**src/rtl/matrix_scanner.sv**
```systemverilog
// matrix_scanner
//   Walks the matrix-storage metadata table one slot per cycle and reports
//   every occupied slot whose dimensions match the requested m x n. A zero
//   target dimension is a wildcard. The results are a per-slot match mask, a
//   match count and a stream of matching IDs in ascending order.
//
//   Optional feature, enabled by defining MATRIX_SCANNER_LIMIT_EN:
//   the scan stops early once MAX_MATCHES matches have been found.
//
// Ports
//   clk, rst              clock; synchronous active-high reset
//   start                 one-cycle scan request (honoured only in IDLE)
//   target_m, target_n    requested dimensions, 0 = any
//   busy, done            scan in progress / one-cycle completion pulse
//   meta_rd_en/addr       metadata read port (data returns one cycle later)
//   meta_occupied/m/n     metadata read data
//   match_valid/id        one pulse per matching slot
//   match_mask/count      accumulated results, held until the next start
module matrix_scanner #(
    parameter int unsigned MAX_SLOTS   = 8,
    parameter int unsigned DIM_W       = 3,
    parameter int unsigned SLOT_W      = $clog2(MAX_SLOTS),
    parameter int unsigned CNT_W       = $clog2(MAX_SLOTS + 1),
    parameter int unsigned MAX_MATCHES = 4
) (
    input  logic                 clk,
    input  logic                 rst,
    input  logic                 start,
    input  logic [DIM_W-1:0]     target_m,
    input  logic [DIM_W-1:0]     target_n,
    output logic                 busy,
    output logic                 done,
    output logic                 meta_rd_en,
    output logic [SLOT_W-1:0]    meta_rd_addr,
    input  logic                 meta_occupied,
    input  logic [DIM_W-1:0]     meta_m,
    input  logic [DIM_W-1:0]     meta_n,
    output logic                 match_valid,
    output logic [SLOT_W-1:0]    match_id,
    output logic [MAX_SLOTS-1:0] match_mask,
    output logic [CNT_W-1:0]     match_count
);

`ifdef MATRIX_SCANNER_LIMIT_EN
    localparam bit LimitEn = 1'b1;
`else
    localparam bit LimitEn = 1'b0;
`endif

    localparam logic [1:0] StIdle  = 2'd0;
    localparam logic [1:0] StScan  = 2'd1;
    localparam logic [1:0] StFlush = 2'd2;
    localparam logic [1:0] StDone  = 2'd3;

    localparam logic [SLOT_W-1:0] LastIdx  = SLOT_W'(MAX_SLOTS - 1);
    localparam logic [CNT_W-1:0]  LimitCnt = CNT_W'(MAX_MATCHES);

    logic [1:0]           state_q, state_d;
    logic [SLOT_W-1:0]    idx_q, idx_d;
    logic [DIM_W-1:0]     tgt_m_q, tgt_m_d;
    logic [DIM_W-1:0]     tgt_n_q, tgt_n_d;
    // A read was issued last cycle; its data is on meta_* this cycle.
    logic                 pend_q, pend_d;
    logic [SLOT_W-1:0]    pend_slot_q, pend_slot_d;
    logic [MAX_SLOTS-1:0] mask_q, mask_d;
    logic [CNT_W-1:0]     count_q, count_d;

    logic eval_en;
    logic hit;
    logic limit_hit;

    always_comb begin
        state_d     = state_q;
        idx_d       = idx_q;
        tgt_m_d     = tgt_m_q;
        tgt_n_d     = tgt_n_q;
        mask_d      = mask_q;
        count_d     = count_q;

        busy         = (state_q == StScan) || (state_q == StFlush);
        done         = (state_q == StDone);
        meta_rd_en   = (state_q == StScan);
        meta_rd_addr = (state_q == StScan) ? idx_q : '0;

        pend_d      = meta_rd_en;
        pend_slot_d = idx_q;

        // Once the limit is reached, the read still in flight is dropped.
        eval_en = pend_q && !(LimitEn && (count_q >= LimitCnt));
        hit     = eval_en && meta_occupied
                  && ((tgt_m_q == '0) || (meta_m == tgt_m_q))
                  && ((tgt_n_q == '0) || (meta_n == tgt_n_q));

        match_valid = hit;
        match_id    = hit ? pend_slot_q : '0;

        if (hit) begin
            mask_d[pend_slot_q] = 1'b1;
            count_d             = count_q + CNT_W'(1);
        end

        limit_hit = LimitEn && hit && (count_d == LimitCnt);

        case (state_q)
            StIdle: begin
                if (start) begin
                    tgt_m_d = target_m;
                    tgt_n_d = target_n;
                    mask_d  = '0;
                    count_d = '0;
                    idx_d   = '0;
                    state_d = StScan;
                end
            end
            StScan: begin
                idx_d = idx_q + SLOT_W'(1);
                if (limit_hit || (idx_q == LastIdx)) begin
                    state_d = StFlush;
                end
            end
            StFlush: begin
                state_d = StDone;
            end
            default: begin
                state_d = StIdle;
            end
        endcase
    end

    always_ff @(posedge clk) begin
        if (rst) begin
            state_q     <= StIdle;
            idx_q       <= '0;
            tgt_m_q     <= '0;
            tgt_n_q     <= '0;
            pend_q      <= 1'b0;
            pend_slot_q <= '0;
            mask_q      <= '0;
            count_q     <= '0;
        end else begin
            state_q     <= state_d;
            idx_q       <= idx_d;
            tgt_m_q     <= tgt_m_d;
            tgt_n_q     <= tgt_n_d;
            pend_q      <= pend_d;
            pend_slot_q <= pend_slot_d;
            mask_q      <= mask_d;
            count_q     <= count_d;
        end
    end

    assign match_mask  = mask_q;
    assign match_count = count_q;

endmodule

```
**config.mk**
```make
export PLATFORM = sky130hd
export DESIGN_NAME = matrix_scanner
export DESIGN_NICKNAME = d
export VERILOG_FILES = /design/src/rtl/matrix_scanner.sv
export SDC_FILE = /design/constraint.sdc
export NUM_CORES = 1
export LEC_CHECK = 0
export BUFFER_PORTS_ARGS = -buffer_cell sky130_fd_sc_hd__buf_2
export CORE_ASPECT_RATIO = 0.8
export CORE_MARGIN = 5
export CORE_UTILIZATION = 23
export CTS_BUF_LIST = sky130_fd_sc_hd__clkbuf_4 sky130_fd_sc_hd__clkbuf_8
export CTS_CLUSTER_DIAMETER = 30
export CTS_CLUSTER_SIZE = 8
export DETAILED_ROUTE_END_ITERATION = 10
export HOLD_SLACK_MARGIN = 0.06
export PLACE_DENSITY_LB_ADDON = 0.3
export SETUP_SLACK_MARGIN = 0.3
export SLEW_MARGIN = 20
export SYNTH_ARGS = -nofsm -noshare
export SYNTH_HDL_FRONTEND = slang
export SYNTH_SLANG_ARGS = --single-unit
```
**constraint.sdc**
```tcl
create_clock -name clk -period 2.1 [get_ports clk]
set_clock_uncertainty 0.15 [all_clocks]
set_input_delay 0.21 -clock clk [delete_from_list [all_inputs] [get_ports clk]]
set_output_delay 0.21 -clock clk [all_outputs]
set_load 0.03 [all_outputs]
```
==> results.txt <==
The growth of design area from synthesis to finish came out at 56.7%. The static power due to leakage is 0.000827 uW. Hold timing on the final database bottoms out at a slack of 125 ps. The layout has 575 filler cells.

The net switching power of the design came out at 632 uW. In this run the number of H-tree levels came out at 1. The flow ran to the end, but the final reports show violations. The root buffer cell chosen for the clock tree is sky130_fd_sc_hd__clkbuf_8. Across the VDD grid, the largest voltage drop is 0.000334 V. The worst endpoint data arrival time is 1810 ps.

Once layout is complete, the utilization of the core stands at 0.372. Summing over every cut layer, the via total after detailed routing is 1,254. The proportion of total power due to net switching is 0.387. The total count of hold-check failures in the final report came to 0. The path class of the tightest hold or removal check is in2reg. The placed wire-length estimate after detailed placement came out at 2330 microns. The cell count after synthesis came out at 153.

Synthesis inferred 27 register bits. The shortest clock period the worst path allows after layout came out at 2170 ps. The share of total power dissipated in sequential elements is 0.405. The number of max-cap violations came out at 0. The yosys synthesis warning count came out at 0. The peak per-stage delay on the critical path is 380 ps. The count of unique library cells instantiated by Yosys came out at 35. The routability congestion estimate came out at 0.689. The maximum frequency from static timing analysis came out at 461 MHz.

The most frequent standard cell in the layout excluding fill and tap cells is sky130_fd_sc_hd__buf_2. Setup repair after global routing could not meet its margin everywhere. The die width came out at 93.7 microns. The sink count of the clock tree came out at 27. STA classifies the critical path endpoint as a primary output. The clock-pin slew of the registers on the worst-case setup and hold paths came out at 100 ps. TritonCTS built the clock tree.

The worst register-to-register path ends at match_count[3]. The fraction of the yosys area taken by sequential cells came out at 0.419. The final setup violation count is 4. After detailed routing, the number of remaining DRC violations is 0. The post-route antenna net violation count came out at 0. The largest fanout of any net on the critical path is 5. The fraction of layout instances using a drive strength above 1 is 0.411. The via count of the first global-routing pass is 1,214. Traced cell by cell, the critical path runs through nor4_4 -> o21ai_2 -> nor2_2 -> o221ai_4 -> buf_12 -> buf_6 -> nor2_4 -> buf_6. The headroom to the max-slew limit is 0.757.

The count of port buffers added during placement is 37. The largest net degree at the start of global routing came out at 18. The worst flop-to-flop path startpoint is tgt_n_q[1]. The number of iterations in the first detailed-routing pass came out at 4. The final reports fail on setup timing. The library cells used most frequently in the layout, excluding fill and tap cells, are sky130_fd_sc_hd__buf_2 (33), sky130_fd_sc_hd__dfxtp_1 (22), sky130_fd_sc_hd__nor2_1 (13), sky130_fd_sc_hd__nand2_1 (13), sky130_fd_sc_hd__buf_6 (10). The startpoint identified for the worst hold timing path is start.

Once routing completed, OpenROAD measured the worst setup slack at -69.0 ps. The design draws 1630 uW. The number of cells on the worst hold path came out at 3. The deepest clock path buffer count is 2. The latest clock arrival within the worst-skew pair is 270 ps. For this run, the total global-route usage over all layers was measured as 0.0989. The per-cell via count in the routed design is 4.37. Global routing finished with a remaining overflow of 0. The portion of total power attributed to the clock network came out at 0.180. The depth of the most critical reg-to-reg path came out at 9.

The critical path is of the reg2out type. The total negative slack came out at -245 ps. The number of nets in the synthesized netlist is 176.

The final count of pins violating max slew came to 0. Of the available clock period, the critical path in the final layout requires 1.03. The number of design-rule violations left by the first detailed-router iteration came out at 30. Among the stages of the critical path, the cell type that occurs most often is sky130_fd_sc_hd__buf_6. The post-synthesis average cell area came out at 8.42 sq um. The number of antenna violations at the first check in global routing was 0. The number of antenna diodes in the final layout is 0. The total wirelength of the detailed-routed design came out at 3530 microns. The setup slack of the worst register-to-register path came out at -70 ps. The data required time of the worst path came out at 1740 ps.

The wire length of the first global-routing pass is 5810 microns. The sort of element at the start of the critical path is a flop. For this design the top-level I/O count stands at 38. Summing every instance area after synthesis gives 1290 sq um. The total core area is 5440 sq um. The worst hold path terminates at tgt_m_q[2]. In this run the power density over the cells is 809 nW/um^2.

The row count came out at 24. From bottom edge to top edge, the die measures 77.0 microns. The transition time at the pin with the least slew margin is 360 ps. The number of buffers created by CTS is 3.

Dividing the detail-routed wire length by the instance count gives 12.3 microns. The initial cell density of the core is 0.237. Among all stages on the critical path, the largest delay is contributed by sky130_fd_sc_hd__dfxtp_4.

The worst slack at placement came out at -52.5 ps. The overall die area came out at 7210 sq um. Of the total power, combinational logic draws 0.415. The net count of the finished layout is 233.

The internal power of the cells came out at 1000 uW.
==> critical path, delay by kind of cell (launching register included) <==
kind	cells	cell delay, ps
flops	1	380
buf+inv	3	390
simple gates	3	550
compound gates	2	210
==> through the flow <==
| stage | cells | area (sq um) |
|---|---|---|
| finish | 287 | 2020 |
| global route | 287 | 2020 |
| global placement | 268 | 1630 |
| floorplan | 153 | 1340 |
| CTS | 284 | 1900 |
| detailed placement | 268 | 1630 |
==> registers in the layout (all words and copies together), names as in the netlist <==
| signal | count |
|---|---|
| match_count | 4 |
| eval_en | 1 |
| state_q | 2 |
| tgt_m_q | 3 |
| match_mask | 8 |
| tgt_n_q | 3 |
| idx_q | 3 |
| pend_slot_q | 3 |
==> cell usage after synthesis <==
master	instances	share of area
sky130_fd_sc_hd__a21boi_0	1	0.0058
sky130_fd_sc_hd__a21o_1	1	0.0058
sky130_fd_sc_hd__a21oi_1	10	0.039
sky130_fd_sc_hd__a21oi_2	1	0.0068
sky130_fd_sc_hd__a311oi_1	1	0.0068
sky130_fd_sc_hd__a31oi_1	1	0.0049
sky130_fd_sc_hd__a32o_1	1	0.0078
sky130_fd_sc_hd__a32oi_1	2	0.014
sky130_fd_sc_hd__and2_0	1	0.0049
sky130_fd_sc_hd__and2_1	3	0.015
sky130_fd_sc_hd__and3_1	1	0.0049
sky130_fd_sc_hd__buf_4	1	0.0058
sky130_fd_sc_hd__clkbuf_1	4	0.012
sky130_fd_sc_hd__dfxtp_1	27	0.42
sky130_fd_sc_hd__ha_1	7	0.068
sky130_fd_sc_hd__inv_1	9	0.026
sky130_fd_sc_hd__mux2i_1	2	0.016
sky130_fd_sc_hd__nand2_1	13	0.038
sky130_fd_sc_hd__nand2b_1	3	0.015
sky130_fd_sc_hd__nand3_1	9	0.035
sky130_fd_sc_hd__nand4_1	3	0.015
sky130_fd_sc_hd__nor2_1	17	0.050
sky130_fd_sc_hd__nor2b_1	4	0.019
sky130_fd_sc_hd__nor3_1	1	0.0039
sky130_fd_sc_hd__nor4_1	6	0.029
sky130_fd_sc_hd__nor4bb_1	1	0.0078
sky130_fd_sc_hd__o211ai_1	1	0.0058
sky130_fd_sc_hd__o21a_1	6	0.035
sky130_fd_sc_hd__o21ai_0	8	0.031
sky130_fd_sc_hd__o221ai_2	1	0.012
sky130_fd_sc_hd__o41ai_1	1	0.0068
sky130_fd_sc_hd__or3_1	2	0.0097
sky130_fd_sc_hd__or3b_1	1	0.0068
sky130_fd_sc_hd__xnor2_1	2	0.014
sky130_fd_sc_hd__xor2_1	1	0.0068
==> logic make-up after synthesis <==
group / share of synthesized area
muxes: 0.0155
buffers and inverters: 0.0437
AOI/OAI and AO/OA: 0.181
and+or+nand+nor: 0.252
adders and majority gates: 0.0680
DFF: 0.419
xor gates and xnor gates: 0.0204
==> layer usage <==
layer | part of all wire | GRT usage | up-vias
met5 | 0 | 0 | -
met4 | 0.0082 | 0.0303 | 0
met3 | 0.035 | 0.0245 | 4
met2 | 0.48 | 0.157 | 16
met1 | 0.47 | 0.131 | 581
li1 | - | - | 653
==> how the worst max path moves through the flow <==
stage / start / to / slack [ps] / cells past startpoint
6_report: tgt_n_q[1] / match_id[2] / -70 / 8
2_1_floorplan: tgt_n_q[2] / match_valid / 280 / 6
5_1_grt: tgt_n_q[1] / match_id[2] / -170 / 8
3_5_place_dp: meta_m[1] / match_mask[4] / -50 / 8
3_3_place_gp: meta_m[1] / match_mask[4] / -30 / 8
4_1_cts: tgt_n_q[2] / match_id[2] / -80 / 8
==> final cells by class <==
class / count / area [sq um] / share of cell area
clock buffer: 3 / 41.3 / 0.0204
clock inverter: 1 / 5.00 / 0.00248
inverter: 9 / 37.5 / 0.0186
multi-input combinational: 112 / 868 / 0.430
sequential: 27 / 552 / 0.273
tap: 78 / 97.6 / 0.0483
timing repair buffer: 57 / 418 / 0.207
==> timing repair <==
item,4_1_cts,5_1_grt
pin swaps,8,12
resized for setup,24,25
hold buffers,6,0
endpoints found under the setup margin,17,21
setup buffers,6,3
endpoints found under the hold margin,6,0
==> power by group through the flow <==
stage	registers [uW]	logic, uW	clock network [uW]
2_1_floorplan	640	425	0
3_3_place_gp	655	564	0
3_5_place_dp	656	565	0
4_1_cts	653	629	313
5_1_grt	674	747	340
6_report	662	678	294
No activity file was read; power rests on OpenSTA's default activity.
